### src/rtl/mcycle_ctrl_pkg.sv
// Shared definitions for the multicycle MIPS control path: state encoding,
// opcode constants, datapath mux encodings and the control-word bundle.
package mcycle_ctrl_pkg;

  typedef enum logic [3:0] {
    S_FETCH  = 4'd0,
    S_DECODE = 4'd1,
    S_MEMADR = 4'd2,
    S_MEMRD  = 4'd3,
    S_MEMWB  = 4'd4,
    S_MEMWR  = 4'd5,
    S_EXEC   = 4'd6,
    S_ALUWB  = 4'd7,
    S_BRANCH = 4'd8,
    S_ADDIEX = 4'd9,
    S_ADDIWB = 4'd10,
    S_JUMP   = 4'd11
  } state_e;

  localparam logic [5:0] OP_LW    = 6'b100011;
  localparam logic [5:0] OP_SW    = 6'b101011;
  localparam logic [5:0] OP_RTYPE = 6'b000000;
  localparam logic [5:0] OP_BEQ   = 6'b000100;
  localparam logic [5:0] OP_ADDI  = 6'b001000;
  localparam logic [5:0] OP_J     = 6'b000010;

  localparam logic [1:0] ALUOP_ADD   = 2'b00;
  localparam logic [1:0] ALUOP_SUB   = 2'b01;
  localparam logic [1:0] ALUOP_FUNCT = 2'b10;

  localparam logic [1:0] SRCB_RT    = 2'b00;
  localparam logic [1:0] SRCB_FOUR  = 2'b01;
  localparam logic [1:0] SRCB_IMM   = 2'b10;
  localparam logic [1:0] SRCB_IMMSH = 2'b11;

  localparam logic [1:0] PCSRC_ALU    = 2'b00;
  localparam logic [1:0] PCSRC_ALUOUT = 2'b01;
  localparam logic [1:0] PCSRC_JUMP   = 2'b10;

  // Datapath control word produced by the output decoder
  typedef struct packed {
    logic       mem_req;
    logic       iord;
    logic       memwrite;
    logic       irwrite;
    logic       regdst;
    logic       memtoreg;
    logic       regwrite;
    logic       alusrca;
    logic [1:0] alusrcb;
    logic [1:0] aluop;
    logic [1:0] pcsrc;
    logic       pcen;
  } ctrl_t;

  function automatic logic op_supported(input logic [5:0] op);
    return (op == OP_LW) || (op == OP_SW) || (op == OP_RTYPE) ||
           (op == OP_BEQ) || (op == OP_ADDI) || (op == OP_J);
  endfunction

endpackage

### src/rtl/mcycle_ctrl_outdec.sv
// Moore output decoder: maps the current state (plus zero / mem_ready
// qualifiers) to the datapath control word.
module mcycle_outdec
  import mcycle_ctrl_pkg::*;
(
  input  state_e state,
  input  logic   zero,
  input  logic   mem_ready,
  output ctrl_t  ctrl_o
);

  // Per-state control word; everything not listed stays 0
  always_comb begin
    ctrl_o = '0;
    unique case (state)
      S_FETCH: begin
        ctrl_o.mem_req = 1'b1;
        ctrl_o.alusrcb = SRCB_FOUR;
        ctrl_o.aluop   = ALUOP_ADD;
        ctrl_o.pcsrc   = PCSRC_ALU;
        ctrl_o.irwrite = mem_ready;
        ctrl_o.pcen    = mem_ready;
      end
      S_DECODE: begin
        ctrl_o.alusrcb = SRCB_IMMSH;
        ctrl_o.aluop   = ALUOP_ADD;
      end
      S_MEMADR, S_ADDIEX: begin
        ctrl_o.alusrca = 1'b1;
        ctrl_o.alusrcb = SRCB_IMM;
        ctrl_o.aluop   = ALUOP_ADD;
      end
      S_MEMRD: begin
        ctrl_o.mem_req = 1'b1;
        ctrl_o.iord    = 1'b1;
      end
      S_MEMWR: begin
        ctrl_o.mem_req  = 1'b1;
        ctrl_o.iord     = 1'b1;
        ctrl_o.memwrite = 1'b1;
      end
      S_MEMWB: begin
        ctrl_o.regwrite = 1'b1;
        ctrl_o.memtoreg = 1'b1;
      end
      S_EXEC: begin
        ctrl_o.alusrca = 1'b1;
        ctrl_o.alusrcb = SRCB_RT;
        ctrl_o.aluop   = ALUOP_FUNCT;
      end
      S_ALUWB: begin
        ctrl_o.regwrite = 1'b1;
        ctrl_o.regdst   = 1'b1;
      end
      S_ADDIWB: begin
        ctrl_o.regwrite = 1'b1;
      end
      S_BRANCH: begin
        ctrl_o.alusrca = 1'b1;
        ctrl_o.alusrcb = SRCB_RT;
        ctrl_o.aluop   = ALUOP_SUB;
        ctrl_o.pcsrc   = PCSRC_ALUOUT;
        ctrl_o.pcen    = zero;
      end
      S_JUMP: begin
        ctrl_o.pcsrc = PCSRC_JUMP;
        ctrl_o.pcen  = 1'b1;
      end
      default: ctrl_o = '0;
    endcase
  end

endmodule

### src/rtl/mcycle_ctrl.sv
// Multicycle MIPS main controller: state register, next-state logic and
// reset gating of the strobe outputs. Output decoding lives in mcycle_outdec.
module mcycle_ctrl
  import mcycle_ctrl_pkg::*;
(
  input  logic       clk,
  input  logic       reset,
  input  logic [5:0] op,
  input  logic       zero,
  input  logic       mem_ready,
  output logic       mem_req,
  output logic       iord,
  output logic       memwrite,
  output logic       irwrite,
  output logic       regdst,
  output logic       memtoreg,
  output logic       regwrite,
  output logic       alusrca,
  output logic [1:0] alusrcb,
  output logic [1:0] aluop,
  output logic [1:0] pcsrc,
  output logic       pcen,
  output logic       illegal
);

  state_e state_q, state_d;
  ctrl_t  ctrl;

  // Next-state selection
  always_comb begin
    state_d = state_q;
    unique case (state_q)
      S_FETCH:  state_d = mem_ready ? S_DECODE : S_FETCH;
      S_DECODE: begin
        case (op)
          OP_LW, OP_SW: state_d = S_MEMADR;
          OP_RTYPE:     state_d = S_EXEC;
          OP_BEQ:       state_d = S_BRANCH;
          OP_ADDI:      state_d = S_ADDIEX;
          OP_J:         state_d = S_JUMP;
          default:      state_d = S_FETCH;
        endcase
      end
      S_MEMADR: state_d = (op == OP_SW) ? S_MEMWR : S_MEMRD;
      S_MEMRD:  state_d = mem_ready ? S_MEMWB : S_MEMRD;
      S_MEMWR:  state_d = mem_ready ? S_FETCH : S_MEMWR;
      S_EXEC:   state_d = S_ALUWB;
      S_ADDIEX: state_d = S_ADDIWB;
      S_MEMWB, S_ALUWB, S_ADDIWB, S_BRANCH, S_JUMP: state_d = S_FETCH;
      default:  state_d = S_FETCH;
    endcase
  end

  // State register; reset wins over any pending transition or memory wait
  always_ff @(posedge clk) begin
    if (reset) state_q <= S_FETCH;
    else       state_q <= state_d;
  end

  mcycle_outdec u_outdec (
    .state     (state_q),
    .zero      (zero),
    .mem_ready (mem_ready),
    .ctrl_o    (ctrl)
  );

  // Strobes are suppressed while reset is held; mux selects pass through
  always_comb begin
    mem_req  = ctrl.mem_req  & ~reset;
    iord     = ctrl.iord;
    memwrite = ctrl.memwrite & ~reset;
    irwrite  = ctrl.irwrite  & ~reset;
    regdst   = ctrl.regdst;
    memtoreg = ctrl.memtoreg;
    regwrite = ctrl.regwrite & ~reset;
    alusrca  = ctrl.alusrca;
    alusrcb  = ctrl.alusrcb;
    aluop    = ctrl.aluop;
    pcsrc    = ctrl.pcsrc;
    pcen     = ctrl.pcen     & ~reset;
    illegal  = (state_q == S_DECODE) & ~op_supported(op) & ~reset;
  end

endmodule

### config.mk
export PLATFORM = sky130hd
export DESIGN_NAME = mcycle_ctrl
export DESIGN_NICKNAME = d
export VERILOG_FILES = /design/src/rtl/mcycle_ctrl_pkg.sv /design/src/rtl/mcycle_ctrl_outdec.sv /design/src/rtl/mcycle_ctrl.sv
export SDC_FILE = /design/constraint.sdc
export NUM_CORES = 1
export LEC_CHECK = 0
export ABC_AREA = 1
export CAP_MARGIN = 20
export CORE_AREA = 3 3 40 42
export DETAILED_ROUTE_END_ITERATION = 10
export DIE_AREA = 0 0 43 45
export GPL_TIMING_DRIVEN = 0
export PLACE_DENSITY = 0.82
export SLEW_MARGIN = 40
export SYNTH_ARGS = -nofsm -noshare
export SYNTH_HDL_FRONTEND = slang
export SYNTH_SLANG_ARGS = --single-unit
### constraint.sdc
create_clock -name clk -period 2.55 [get_ports clk]
set_input_delay 0.255 -clock clk [delete_from_list [all_inputs] [get_ports clk]]
set_output_delay 0.255 -clock clk [all_outputs]
set_load 0.02 [all_outputs]
After elaboration in Yosys (flattened, before gate mapping) --
Index checks and enable logic that the tools add are counted.
Storage, ports and cells: register bits after elaboration 4, input bits 10, output and inout port bits 16, logic and storage cells 55
Operators by class: eq/ne operators 16, mux-type cells 16, bitwise operators 9, reduce and logical (&&, ||, !) cells 13
Operators by type and width (count):
- $pmux 4 s5 | 2
- $pmux 4 s7 | 1
- $eq 4x3->1 const B | 4
- $eq 4x4->1 const B | 4
- $eq 6x6->1 const B | 2
- $mux 1 | 9
- $mux 3 | 3
- $pmux 3 s3 | 1
- $eq 4x2->1 const B | 2
- $and 1x1->1 | 7
- $eq 6x2->1 const B | 1
- $eq 6x3->1 const B | 1
- $eq 6x4->1 const B | 1
- $logic_not 6->1 | 1
- $reduce_or 2->1 | 3
- $reduce_or 3->1 | 2
- $logic_or 1x1->1 | 5
- $eq 4x1->1 const B | 1
- $logic_not 4->1 | 1
- $reduce_or 4->1 | 1
- $not 1->1 | 2

Depth between registers and ports, before layout --
Gate-level depths: netlist (run 1).
word-level depth 9, mapped depth 8, gate-level depth less buffers 8

By module --
Synthesis (run 1) repeated with hierarchy kept, for this count alone.
Unflattened totals: cells, all modules 120, area total of the unflattened synthesis 620.6 um^2
By module, submodules not included:
- mcycle_ctrl | instances 1, cells an instance 81, area an instance 427.9 um^2, sequential area each 80.1 um^2
- mcycle_outdec | instances 1, cells an instance 39, area an instance 192.7 um^2, sequential area each 0.0 um^2

Worst setup path after synthesis (run 1) --
No wires, ideal clock.
path type register to output, from reg state_q[0], to out pcen, arrival time 1.264 ns, required time 2.295 ns, slack 1.031 ns, cell stages (with the launch flop) 8, buffers on the path 0, cells stage by stage dfxtp_1 > nor2_1 > inv_1 > nor2_1 > nand2_1 > nand2_1 > o21ai_1 > inv_1
On the way: cells in the longest elaborated chain, start to end 3, elaborated cells on any way between the ends 5, those cells by class eq/ne: 2; mux: 1; bitwise: 1; reduce/logical: 1
Ends and longest elaborated chain:
- start, declared | line mcycle_ctrl.sv:26 | state_e state_q, state_d;
- start signal, assigned | line mcycle_ctrl.sv:57 | else state_q <= state_d;
- $eq 4x4->1 or $logic_not 4->1 (tied branches) | line mcycle_ctrl_outdec.sv:15 | unique case (state)
- $pmux 3 s3 (*) | line mcycle_ctrl_outdec.sv:15
- $and 1x1->1 (*) | line mcycle_ctrl.sv:80 | pcen = ctrl.pcen & ~reset;
- end, declared | line mcycle_ctrl.sv:22 | output logic pcen,
Every way passes the cells marked *; elsewhere a longest branch is shown, timed or not.

Worst setup path after layout (run 1) --
Same ends and word-level chain as after synthesis.

==> results by group, run 1 <==
Timing
  – Setup_tns: 0 ns
  – RSZ-0062 raised after global routing: no
  – Final setup fails: 0
  – Achievable Freq: 469.5 MHz
  – Slew of the pin with the lowest slew margin: 0.2675 ns
  – Slew headroom: 0.8210
  – Fin. Hold Viols: 0
  – Slew Viols, Final: 0
  – WHS: 0.7008 ns
  – Final period util: 0.8353
  – Fin Clk Skew: 0.001079 ns
  – Minimum clock period: 2.130 ns

Floorplanning
  – Die ar.: 1935 um2
  – Placeable Area: 1285 um2
  – Die H: 45 um
  – Ports: 26
  – Initial core utilization: 0.3973
  – Num rows: 13
  – Die W: 43 um

Setup path
  – Crit Path Class: flip-flop to output port
  – R2r endpoint: state_q[0]$_SDFF_PP0_
  – RR Startpoint: state_q[1]$_SDFF_PP0_
  – CP arrival: 1.88 ns
  – Maximum fanout along the worst path: 5
  – Startpoint types: flip-flop
  – CP Data Required Time: 2.30 ns
  – Worst setup EP type: output port
  – Worst R2R Path Depth: 5
  – FF-to-FF setup slack: 1.41 ns

GRT
  – First-pass GRT wire length: 2608 um
  – Initial antenna violation count: 0
  – Overall routing resource usage: 0.1755
  – Largest net degree at the start of global routing: 8
  – Vias in the first global route: 611
  – Gr ovfl total: 0

Min path
  – Hold Path Depth: 4
  – Hold crit path type: flip-flop to flip-flop
  – Hold Crit Endpoint: state_q[3]$_SDFF_PP0_
  – HP Start: state_q[3]$_SDFF_PP0_

Yosys
  – Post-synthesis cell area: 510.5 um2
  – Gate Count Post-Synth: 101
  – Distinct cell type count after synthesis: 15
  – Synth Area per Inst: 5.054 um2
  – Synth warn: 0
  – Post-synthesis sequential area ratio: 0.1569
  – Syn nets: 111
  – Number of synthesized register bits: 4

Clock network
  – CTS tree: done
  – Worst-path clk slew: 0.04 ns
  – Root buffer cell: clkbuf_4
  – Clock Latency Late Sink: 0.23 ns
  – CTS sink cnt: 4
  – Hold Buf Count CTS: 0
  – Post-CTS setup repair buffer count: 0
  – Resize count post-CTS: 0
  – Max Buffers Root-to-Sink: 2
  – TritonCTS Buffers: 3
  – H-tree lvl count: 1

Power and ir drop
  – Pwr dens: 291.7 nW/um2
  – Leakage: 0.0004148 uW
  – Peak supply drop: 183.9 uV

Place
  – Final HPWL DP: 1273 um
  – Cell Area, Placed: 779.5 um2
  – Port bufs: 25
  – GPL Wtd Cong: 0.8526

Layout
  – Register area: 80.08 um2
  – Multi-input gate area: 362.8 um2
  – Biggest regs: state_q x4
  – Final Cell Area: 802.0 um2
  – Fillers: 143
  – Register with the most flip-flops: state_q
  – Most frequent cells in the layout: nand2_1 (26), clkdlybuf4s50_1 (25), nor2_1 (24)
  – N_diodes: 0
  – Layout cell share with drive strength beyond 1: 0.08527
  – Largest register FFs: 4
  – Commonest non-fill, non-tap cell in the layout: nand2_1
  – Nets: 141
  – Layout overhead on the synthesized area: 57.11%

Detailed routing
  – Antenna Nets Post-Route: 0
  – 1st-pass router iterations: 4
  – Iter 0 DRT Violations: 13
  – Routed wire per std cell: 10.04 um
  – Vias: 673
  – Drt drc: 0
  – Total wire length: 1446 um
  – Vias per cell: 4.674

Job
  – Max_cap viols: 0

Run status
  – Status: finished, final reports clean
## critical path, stage by stage, from the launching register on
cell and delay (ns):
dfxtp_1 0.37, nor2_1 0.23, inv_1 0.10, nor2_1 0.13, nand2_1 0.06, nand2_1 0.06
o21ai_1 0.05, inv_1 0.05, clkdlybuf4s50_1 0.59
## routing by layer
| layer | vias to the layer above | share of wire | GRT usage |
|---|---|---|---|
| met5 | - | 0 | 0 |
| met4 | 0 | 0 | 0.05422 |
| met3 | 0 | 0.073 | 0.03187 |
| met2 | 21 | 0.51 | 0.3353 |
| met1 | 280 | 0.42 | 0.1971 |
| li1 | 372 | - | - |
## synthesized netlist by cell type
master | count | area share
nand2_1 | 26 | 0.19
nor2_1 | 24 | 0.18
inv_1 | 17 | 0.12
nand3_1 | 9 | 0.088
a21oi_1 | 5 | 0.049
dfxtp_1 | 4 | 0.16
nor2_4 | 3 | 0.066
o21ai_0 | 3 | 0.029
nand2_2 | 2 | 0.025
nand4_1 | 2 | 0.025
nor2_2 | 2 | 0.025
inv_2 | 1 | 0.0073
nand2b_1 | 1 | 0.012
o21ai_1 | 1 | 0.0098
o31ai_1 | 1 | 0.015
## power by group
group          internal, uW  switching, uW
Combinational          40.2           47.2
Sequential             65.2           4.23
Clock                  52.6           24.5
## kinds of logic (layout without fill, tap and decap cells)
group	after synthesis	in the layout	share of synthesized area
AND/OR/NAND/NOR	69	69	0.6078
AO/OA/AOI/OAI	10	10	0.1029
buffers and inverters	18	46	0.1323
flip-flops	4	4	0.1569
## stage by stage
| stage | power, uW | utilization | setup slack, ns | cells |
|---|---|---|---|---|
| finish | 233.9 | 0.6241 | 0.4200 | 144 |
| global route | 253.9 | 0.6241 | 0.2621 | 144 |
| CTS | 237.0 | 0.6241 | 0.4084 | 144 |
| detailed placement | 157.9 | 0.6066 | 0.4459 | 141 |
| global placement | 156.6 | 0.6066 | 0.4925 | 141 |
| floorplan | 115.9 | - | 1.031 | 101 |
## cell type report
cell class | instances | share of cell area
multi-input cells | 79 | 0.4524
repair buffers | 25 | 0.3120
flip-flops and latches | 4 | 0.09984
inverters | 18 | 0.08424
clock buffers | 3 | 0.02808
well taps | 15 | 0.02340
## worst max-delay path by stage
stage                          start       to  slack, ns  cells past startpoint
2_1_floorplan  state_q[0]$_SDFF_PP0_     pcen       1.03                      7
3_3_place_gp                   op[2]  illegal       0.49                      8
3_5_place_dp                   op[2]  illegal       0.45                      8
4_1_cts        state_q[0]$_SDFF_PP0_     pcen       0.41                      8
5_1_grt        state_q[0]$_SDFF_PP0_     pcen       0.26                      8
6_report       state_q[0]$_SDFF_PP0_     pcen       0.42                      8
No activity file was read; power rests on OpenSTA's default activity.
==> run 2: changes to the inputs <==
--- a/config.mk
+++ b/config.mk
@@ -7,11 +7,11 @@
 export LEC_CHECK = 0
 export ABC_AREA = 1
 export CAP_MARGIN = 20
-export CORE_AREA = 3 3 40 42
+export CORE_MARGIN = 3
+export CORE_UTILIZATION = 38
 export DETAILED_ROUTE_END_ITERATION = 10
-export DIE_AREA = 0 0 43 45
 export GPL_TIMING_DRIVEN = 0
-export PLACE_DENSITY = 0.82
+export PLACE_DENSITY = 0.81
 export SLEW_MARGIN = 40
 export SYNTH_ARGS = -nofsm -noshare
 export SYNTH_HDL_FRONTEND = slang
==> constraint.sdc (replaced) <==
create_clock -name clk -period 2.12 [get_ports clk]
set_input_delay 0.212 -clock clk [delete_from_list [all_inputs] [get_ports clk]]
set_output_delay 0.212 -clock clk [all_outputs]
set_load 0.02 [all_outputs]
==> run 2 against run 1 <==
Effect of this change: clock power increased by 18%; final cell count decreased by 0.69%; total power increased by 20%; combinational power increased by 22%; worst hold slack got worse by 0.055 ns; die area decreased by 6.0%; clock skew increased by 0.0010 ns; non-clock buffer count unchanged; core utilization increased by 6.2 points; sequential cell count unchanged; critical endpoint is now mem_req.
==> results by group, run 2 (synthesis gave the netlist of run 1 again) <==
Layout
  – Register area: 85.08 um2
  – Biggest regs: state_q x4
  – Commonest non-fill, non-tap cell in the layout: nand2_1
  – Register with the most flip-flops: state_q
  – Multi-input gate area: 365.4 um2
  – Layout overhead on the synthesized area: 59.31%
  – Layout cell share with drive strength beyond 1: 0.1240
  – Final Cell Area: 813.3 um2
  – Largest register FFs: 4
  – Fillers: 109
  – N_diodes: 0
  – Most frequent cells in the layout: nand2_1 (26), nor2_1 (23), clkdlybuf4s50_1 (23)
  – Nets: 141

Power and ir drop
  – Pwr dens: 346.6 nW/um2
  – Power Internal: 190.6 uW
  – Leakage: 0.0004500 uW
  – Sequential share of power: 0.298
  – Peak supply drop: 294.0 uV
  – Gate power share: 0.379
  – Switching part of the total power: 0.3239
  – Net Switching: 91.29 uW
  – Proportion of power drawn by the clock network: 0.323

Setup path
  – Worst-path cell chain: clkdlybuf4s50_1 > inv_1 > o21ai_0 > inv_1 > clkdlybuf4s50_1
  – RR Startpoint: state_q[2]$_SDFF_PP0_
  – Startpoint types: input port
  – Crit Path Class: input port to output port
  – Max incr delay on CP: 0.60 ns
  – Worst path top cell family by delay: buffers and inverters
  – Maximum fanout along the worst path: 7
  – Worst setup EP type: output port
  – Crit path from: reset
  – Slowest stage cell, crit path: clkdlybuf4s50_1
  – CP Data Required Time: 1.91 ns
  – CP arrival: 1.74 ns
  – Critical path buffers and inverters: 4

Detailed routing
  – Routed wire per std cell: 10.55 um
  – Antenna Nets Post-Route: 0
  – Vias: 714
  – 1st-pass router iterations: 4
  – Drt drc: 0
  – Total wire length: 1508 um
  – Vias per cell: 4.993
  – Iter 0 DRT Violations: 21

Clock network
  – Clock Latency Late Sink: 0.23 ns
  – Hold Buf Count CTS: 0
  – Root buffer cell: clkbuf_4
  – H-tree lvl count: 1
  – CTS sink cnt: 4
  – CTS tree: done
  – Worst-path clk slew: 0.03 ns
  – TritonCTS Buffers: 3
  – Max Buffers Root-to-Sink: 2

Place
  – Post-Place Setup Slack: 0.1205 ns
  – GPL Wtd Cong: 0.8576
  – Final HPWL DP: 1249 um
  – Cell Area, Placed: 778.2 um2
  – Port bufs: 25

Job
  – Max_cap viols: 0

Timing
  – Achievable Freq: 512.8 MHz
  – WHS: 0.6454 ns
  – RSZ-0062 raised after global routing: no
  – Setup_tns: 0 ns
  – Final period util: 0.9199
  – Slew headroom: 0.8013
  – Final setup fails: 0
  – Minimum clock period: 1.950 ns
  – Setup slack after layout: 0.1697 ns
  – Fin. Hold Viols: 0
  – Fin Clk Skew: 0.002106 ns
  – Slew of the pin with the lowest slew margin: 0.2971 ns
  – Slew Viols, Final: 0

Floorplanning
  – Num rows: 12
  – Die H: 42.65 um
  – Placeable Area: 1186 um2
  – Initial core utilization: 0.4304
  – Ports: 26
  – Die ar.: 1819 um2
  – Die W: 42.65 um

GRT
  – Overall routing resource usage: 0.1651
  – Vias in the first global route: 582
  – Gr ovfl total: 0
  – Initial antenna violation count: 0
  – First-pass GRT wire length: 2366 um
  – Largest net degree at the start of global routing: 8

Run status
  – Status: finished, final reports clean

Min path
  – Hold crit path type: flip-flop to flip-flop
  – HP Start: state_q[2]$_SDFF_PP0_
-- run 2: worst paths after layout --
kind | end | slack (ns) | depth (start not counted)
hold reg to reg | state_q[3]$_SDFF_PP0_ | 0.65 | 3
setup / recovery | mem_req | 0.17 | 5
hold / removal | state_q[3]$_SDFF_PP0_ | 0.65 | 3
setup reg to reg | state_q[2]$_SDFF_PP0_ | 1.02 | 7
-- run 2: stage by stage --
step / std cells / power, uW / util
6_report: 143 / 281.9 / 0.6857
5_1_grt: 143 / 304.3 / 0.6857
4_1_cts: 143 / 287.3 / 0.6751
3_5_place_dp: 140 / 189.7 / 0.6561
3_3_place_gp: 140 / 189.3 / 0.6561
2_1_floorplan: 101 / 139.4 / -
-- run 2: cell type report --
type / instances / share of cell area
Multi-Input combinational cell: 79 / 0.4492
Inverter: 18 / 0.08308
Sequential cell: 4 / 0.1046
Tap cell: 14 / 0.02154
Clock buffer: 3 / 0.02769
Timing Repair Buffer: 25 / 0.3138
-- run 2: tightest hold or removal path: cells and delay by family, from the launching register on --
family / cells / cell delay (ns)
AND/OR/NAND/NOR: 2 / 0.15
AO/OA/AOI/OAI: 1 / 0.07
flip-flops: 1 / 0.37
-- run 2: power groups by stage --
stage / Combinational (uW) / Clock, uW / Sequential [uW]
floorplan: 56.0 / 0 / 83.4
global placement: 105 / 0 / 84.0
detailed placement: 106 / 0 / 84.1
CTS: 106 / 98.3 / 83.0
global route: 115 / 105 / 84.4
finish: 107 / 91.1 / 84.0
-- run 2: repair_timing --
| action | CTS | global route |
|---|---|---|
| buffers inserted | 0 | 0 |
| resized for setup | 0 | 7 |
| hold endpoints to repair | 0 | 0 |
| endpoints found under the setup margin | 0 | 4 |
-- run 2: metal layers --
layer | track usage | vias up | share of wire
li1 | - | 375 | -
met1 | 0.2121 | 314 | 0.44
met2 | 0.2665 | 23 | 0.50
met3 | 0.02119 | 2 | 0.044
met4 | 0.08075 | 0 | 0.011
met5 | 0 | - | 0
==> run 3: changes to the inputs <==
--- a/config.mk
+++ b/config.mk
@@ -12,6 +12,7 @@
 export DETAILED_ROUTE_END_ITERATION = 10
 export GPL_TIMING_DRIVEN = 0
 export PLACE_DENSITY = 0.81
+export SKIP_LAST_GASP = 1
 export SLEW_MARGIN = 40
 export SYNTH_ARGS = -nofsm -noshare
 export SYNTH_HDL_FRONTEND = slang
==> results of run 3 <==
Final layout, timing and power as in run 2 (identical DEF).
